<file path="src/rtl/lsu_mem_bridge.sv">
// LSU-to-SRAM bridge: write-priority arbitration with an in-order read queue.
// Optional access/stall counters are built when LSU_BRIDGE_STATS_EN is defined.
module lsu_mem_bridge #(
  parameter int A_W   = 10,
  parameter int DW    = 32,
  parameter int DEPTH = 4
) (
  input  logic                  clk,
  input  logic                  rst,
  input  logic [A_W:0]          R_request,
  input  logic [A_W+DW+2:0]     W_request,
  output logic [DW:0]           CBG_to_LSU_bus,
  output logic                  mem_en,
  output logic                  mem_we,
  output logic [A_W-1:0]        mem_addr,
  output logic [DW-1:0]         mem_wdata,
  output logic [DW/8-1:0]       mem_wmask,
  input  logic [DW-1:0]         mem_rdata,
  output logic                  rq_full,
  output logic                  rq_overflow
`ifdef LSU_BRIDGE_STATS_EN
  ,
  output logic [31:0]           stat_rd,
  output logic [31:0]           stat_wr,
  output logic [31:0]           stat_stall
`endif
);

  localparam int MW = DW / 8;
  localparam int PW = $clog2(DEPTH);
  localparam int CW = $clog2(DEPTH) + 1;

  logic           ren;
  logic [A_W-1:0] raddr;
  logic [1:0]     w_sel;
  logic           wen;
  logic [A_W-1:0] waddr;
  logic [DW-1:0]  wdata;

  assign ren   = R_request[A_W];
  assign raddr = R_request[A_W-1:0];
  assign w_sel = W_request[A_W+DW+2 -: 2];
  assign wen   = W_request[A_W+DW];
  assign waddr = W_request[A_W+DW-1 -: A_W];
  assign wdata = W_request[DW-1:0];

  logic [A_W-1:0] queue [DEPTH];
  logic [PW-1:0]  head, tail;
  logic [CW-1:0]  count, count_next;
  logic           rd_pending;

  logic [MW-1:0]  wmask_dec;
  logic           wr_go, pop, direct, push, push_ok, drop, rd_go, empty, full;

  // NOTE: always_comb assigns every output a default first so no path can infer a latch.
  always_comb begin
    wmask_dec = '0;
    case (w_sel)
      2'b00:   wmask_dec = '1;
      2'b01:   wmask_dec = {MW{1'b1}} >> (MW - MW / 2);
      2'b10:   wmask_dec = MW'(1);
      default: wmask_dec = '0;
    endcase
  end

  // Reset gates issue so the SRAM sees no access while rst is held.
  always_comb begin
    empty      = (count == '0);
    full       = (count == CW'(DEPTH));
    wr_go      = !rst && wen && (w_sel != 2'b11);
    pop        = !rst && !wr_go && !empty;
    direct     = !rst && !wr_go && empty && ren;
    push       = !rst && ren && !direct;
    push_ok    = push && (!full || pop);
    drop       = push && full && !pop;
    rd_go      = pop || direct;
    count_next = count + CW'(push_ok) - CW'(pop);

    mem_en    = wr_go || rd_go;
    mem_we    = wr_go;
    mem_addr  = '0;
    mem_wdata = '0;
    mem_wmask = '0;
    if (wr_go) begin
      mem_addr  = waddr;
      mem_wdata = wdata;
      mem_wmask = wmask_dec;
    end else if (pop) begin
      mem_addr = queue[head];
    end else if (direct) begin
      mem_addr = raddr;
    end
  end

  // NOTE: state uses non-blocking assignments so every flop samples pre-edge values.
  always_ff @(posedge clk or posedge rst) begin
    if (rst) begin
      head           <= '0;
      tail           <= '0;
      count          <= '0;
      rq_full        <= 1'b0;
      rq_overflow    <= 1'b0;
      rd_pending     <= 1'b0;
      CBG_to_LSU_bus <= '0;
    end else begin
      if (push_ok) tail <= tail + PW'(1);
      if (pop)     head <= head + PW'(1);
      count       <= count_next;
      rq_full     <= (count_next == CW'(DEPTH));
      if (drop) rq_overflow <= 1'b1;
      rd_pending  <= rd_go;
      if (rd_pending) CBG_to_LSU_bus <= {1'b1, mem_rdata};
      else            CBG_to_LSU_bus[DW] <= 1'b0;
    end
  end

  // NOTE: queue storage is not reset; the pointers and count alone define valid entries.
  always_ff @(posedge clk) begin
    if (push_ok) queue[tail] <= raddr;
  end

`ifdef LSU_BRIDGE_STATS_EN
  always_ff @(posedge clk or posedge rst) begin
    if (rst) begin
      stat_rd    <= '0;
      stat_wr    <= '0;
      stat_stall <= '0;
    end else begin
      if (rd_go && stat_rd != 32'hFFFF_FFFF)             stat_rd    <= stat_rd + 32'd1;
      if (wr_go && stat_wr != 32'hFFFF_FFFF)             stat_wr    <= stat_wr + 32'd1;
      if (!empty && !pop && stat_stall != 32'hFFFF_FFFF) stat_stall <= stat_stall + 32'd1;
    end
  end
`endif

endmodule

</file>
<file path="config.mk">
export PLATFORM = sky130hd
export DESIGN_NAME = lsu_mem_bridge
export DESIGN_NICKNAME = d
export VERILOG_FILES = /design/src/rtl/lsu_mem_bridge.sv
export SDC_FILE = /design/constraint.sdc
export NUM_CORES = 1
export LEC_CHECK = 0
export ABC_AREA = 1
export BUFFER_PORTS_ARGS = -buffer_cell sky130_fd_sc_hd__buf_2
export CAP_MARGIN = 25
export CORE_AREA = 2 2 104 106
export DETAILED_ROUTE_END_ITERATION = 16
export DIE_AREA = 0 0 106 108
export HOLD_SLACK_MARGIN = 0.02
export PLACE_DENSITY_LB_ADDON = 0.3
export SYNTH_ARGS = -nofsm -noshare
export SYNTH_HDL_FRONTEND = slang
export SYNTH_SLANG_ARGS = --single-unit
export TNS_END_PERCENT = 10
</file>
<file path="constraint.sdc">
create_clock -name clk -period 2.4 [get_ports clk]
set_input_delay 0.24 -clock clk [delete_from_list [all_inputs] [get_ports clk]]
set_output_delay 0.24 -clock clk [all_outputs]
set_load 0.02 [all_outputs]
</file>
==> reports/metrics.yaml <==
floorplan:
  core_mm2: 0.0102
  initial_core_util: 0.378
  io_pins: 173
  die_y_um: 108
  die_x_um: 106
  dieArea_mm2: 0.0114
  rows: 37
timing:
  max-slew-margin-rel: 0.616
  hold_viol: 0
  hold_ws_ns: 0.116
  worst_pin_slew_ns: 0.575
  maxSlewViolCount: 0
  period_needed_ns: 2.30
  clock.fmax_mhz: 435
  setup_tns_ns: 0
  min_period_over_period: 0.958
  setup_viol: 0
  fin_skew_ns: 0.00599
critical_path:
  r2r_start: "count[1]"
  r2r_cells: 12
  path_buf_inv: 2
  reg2reg_to: "rq_full"
  critPathKind: "reg2reg"
  end_kind: "flop"
  r2r_setup_slack_ns: 0.10
  cp_common_cell: "ha_1"
  critPathLaunchType: "flop"
  cpPeakStageDelay_ns: 0.42
  critPathRequiredTime_ns: 2.63
  cpLargestDelayFamily: "adder cells"
  path_max_fanout: 3
  crit_slowest_cell: "dfrtp_1"
  crit_chain: "inv_2 -> nand2_1 -> nor2_1 -> a21oi_4 -> nand2_2 -> ha_1 -> inv_1 -> ha_1 -> fa_2 -> xnor2_2 -> xor2_1 -> and2_1"
  arrival_ns: 2.53
worst_hold_path:
  min_from: "mem_rdata[25]"
  whs_path_depth: 2
  holdPathEnd: "CBG_to_LSU_bus[25]"
  hold_path_class: "in2reg"
drt:
  drt_iter0_drc: 145
  wl_per_cell_um: 13.0
  viasPerCell: 4.38
  wl_um: 9090
  dr.pass1.iters: 5
  ant_nets: 0
  drcViolationCount: 0
  vias: 3065
finish:
  num_antenna_cells: 0
  final_util: 0.503
  post-route-cell-area_mm2: 0.00514
  drive_gt1_frac: 0.440
  fin_nets: 655
  area_delta_synth_final_pct: 33.1
placed_design:
  place_area_mm2: 0.00489
  hpwl_um: 6640
  numPortBuffers: 172
  gp_congestion: 0.760
power_and_ir_drop:
  total_power_mw: 5.12
  peakVddDrop_mv: 0.540
  power_leakage_nw: 2.62
  p_per_area_mw_per_mm2: 996
yosys:
  ys_seq_area_frac: 0.590
  syn_inst: 372
  synth_cell_types: 25
  syn_area_per_cell_um2: 10.4
  synthesis.area_mm2: 0.00386
  synth-seq-cells: 83
  ys_warn_count: 0
  syn_nets: 469
global_routing:
  grtUsageTotal: 0.159
  grt_pass1_wl_um: 14400
  gr-total-overflow: 0
  grt_max_degree: 38
  grt_pass1_vias: 3082
  antenna_found_initial: 0
cts:
  cts_tree: "done"
  clock-sinks: 83
  clock_path_buffers: 2
  root_buffer: "clkbuf_8"
  cts_buffers: 9
  clkLatencyLatePin_ns: 0.34
  h-tree-depth: 3
  clk_pin_slew_ns: 0.08
run_status:
  status: "finished, final reports clean"
flow_run:
  maxCapViolations: 0
==> worst max path at each step <==
stage / slack (ns) / cells after the start / start / to
2_1_floorplan: 0.05 / 11 / rst / rq_full
3_3_place_gp: 0.09 / 12 / rst / rq_full
3_5_place_dp: 0.05 / 13 / rst / rq_full
4_1_cts: 0.08 / 12 / count[1] / rq_full
5_1_grt: -0.05 / 12 / count[1] / rq_full
6_report: 0.10 / 12 / count[1] / rq_full
==> logic make-up (layout without fill, tap and decap cells) <==
logic type	count (synthesis)	count (layout)	synth area share
and+or+nand+nor	156	156	0.171
buffers and inverters	69	260	0.0829
adders and majority gates	7	7	0.0246
xor gates and xnor gates	3	3	0.00680
DFF	83	83	0.590
muxes	32	32	0.0933
AOI/OAI and AO/OA	22	22	0.0314
==> what timing repair did <==
action / 4_1_cts / 5_1_grt
hold buffers: 3 / 0
hold endpoints to repair: 20 / 0
gates resized for setup: 0 / 3
setup buffers: 0 / 2
endpoints found under the setup margin: 0 / 1
==> placed cells by master, fill, tap and decap left out, types with 19 or more instances in the layout <==
master    instances
buf_2           172
nor2_1           81
inv_1            46
nand2_1          44
dfrtp_1          43
edfxtp_1         40
mux2_2           30
nand3_1          24
o21ai_0          21
buf_4            19
==> stage by stage <==
step	instances	setup slack [ns]
detailed placement	678	0.0461
finish	699	0.100
floorplan	372	0.0494
global placement	678	0.0914
global route	699	-0.0482
CTS	697	0.0830
==> Yosys cell counts <==
cell type,instances,area (um^2)
a21oi_4,1,16.3
and2_1,1,6.26
mux2_2,30,338
mux2_1,2,22.5
nand3_4,2,35.0
fa_1,1,20.0
buf_2,8,40.0
nand3_1,24,120
inv_1,47,176
buf_6,4,45.0
dfrtp_1,43,1080
nor3_1,1,5.00
xor2_1,2,17.5
clkbuf_1,2,7.51
ha_1,6,75.1
nor2_1,81,304
xnor2_1,1,8.76
o21ai_0,21,105
nand2_1,44,165
nand3_2,2,20.0
inv_2,2,7.51
inv_4,1,6.26
buf_4,5,37.5
edfxtp_1,40,1200
nand2_2,1,6.26
==> registers in the layout (all words and copies together) (netlist names) <==
register and count:
CBG_to_LSU_bus 33, count 3, head 2, queue 40
rd_pending 1, rq_full 1, rq_overflow 1, tail 2
==> per-layer routing <==
metal  GRT usage  up-vias  part of all wire
met1       0.190     1407              0.42
met4      0.0564        0             0.012
li1            -     1557                 -
met3      0.0422       11             0.063
met5           0        -                 0
met2       0.277       90              0.51
==> layout make-up <==
| type | count | area, um^2 |
|---|---|---|
| Clock inverter | 3 | 20.0 |
| Timing Repair Buffer | 194 | 1030 |
| Fill cell | 986 | 5090 |
| Inverter | 50 | 193 |
| Clock buffer | 13 | 174 |
| Multi-Input combinational cell | 220 | 1270 |
| Sequential cell | 83 | 2280 |
| Tap cell | 136 | 170 |
==> worst register-to-register path, cell delays in order (launching register included) <==
cell and delay (ns):
dfrtp_1 0.42, inv_2 0.08, nand2_1 0.09, nor2_1 0.07
a21oi_4 0.16, nand2_2 0.07, ha_1 0.27, inv_1 0.04
ha_1 0.18, fa_2 0.36, xnor2_2 0.15, xor2_1 0.17
and2_1 0.14
==> power breakdown <==
group	internal (mW)	switching, mW
clock	0.478	0.475
combinational	0.859	1.29
sequential	1.86	0.165
Power figures use the tool's default switching activity.
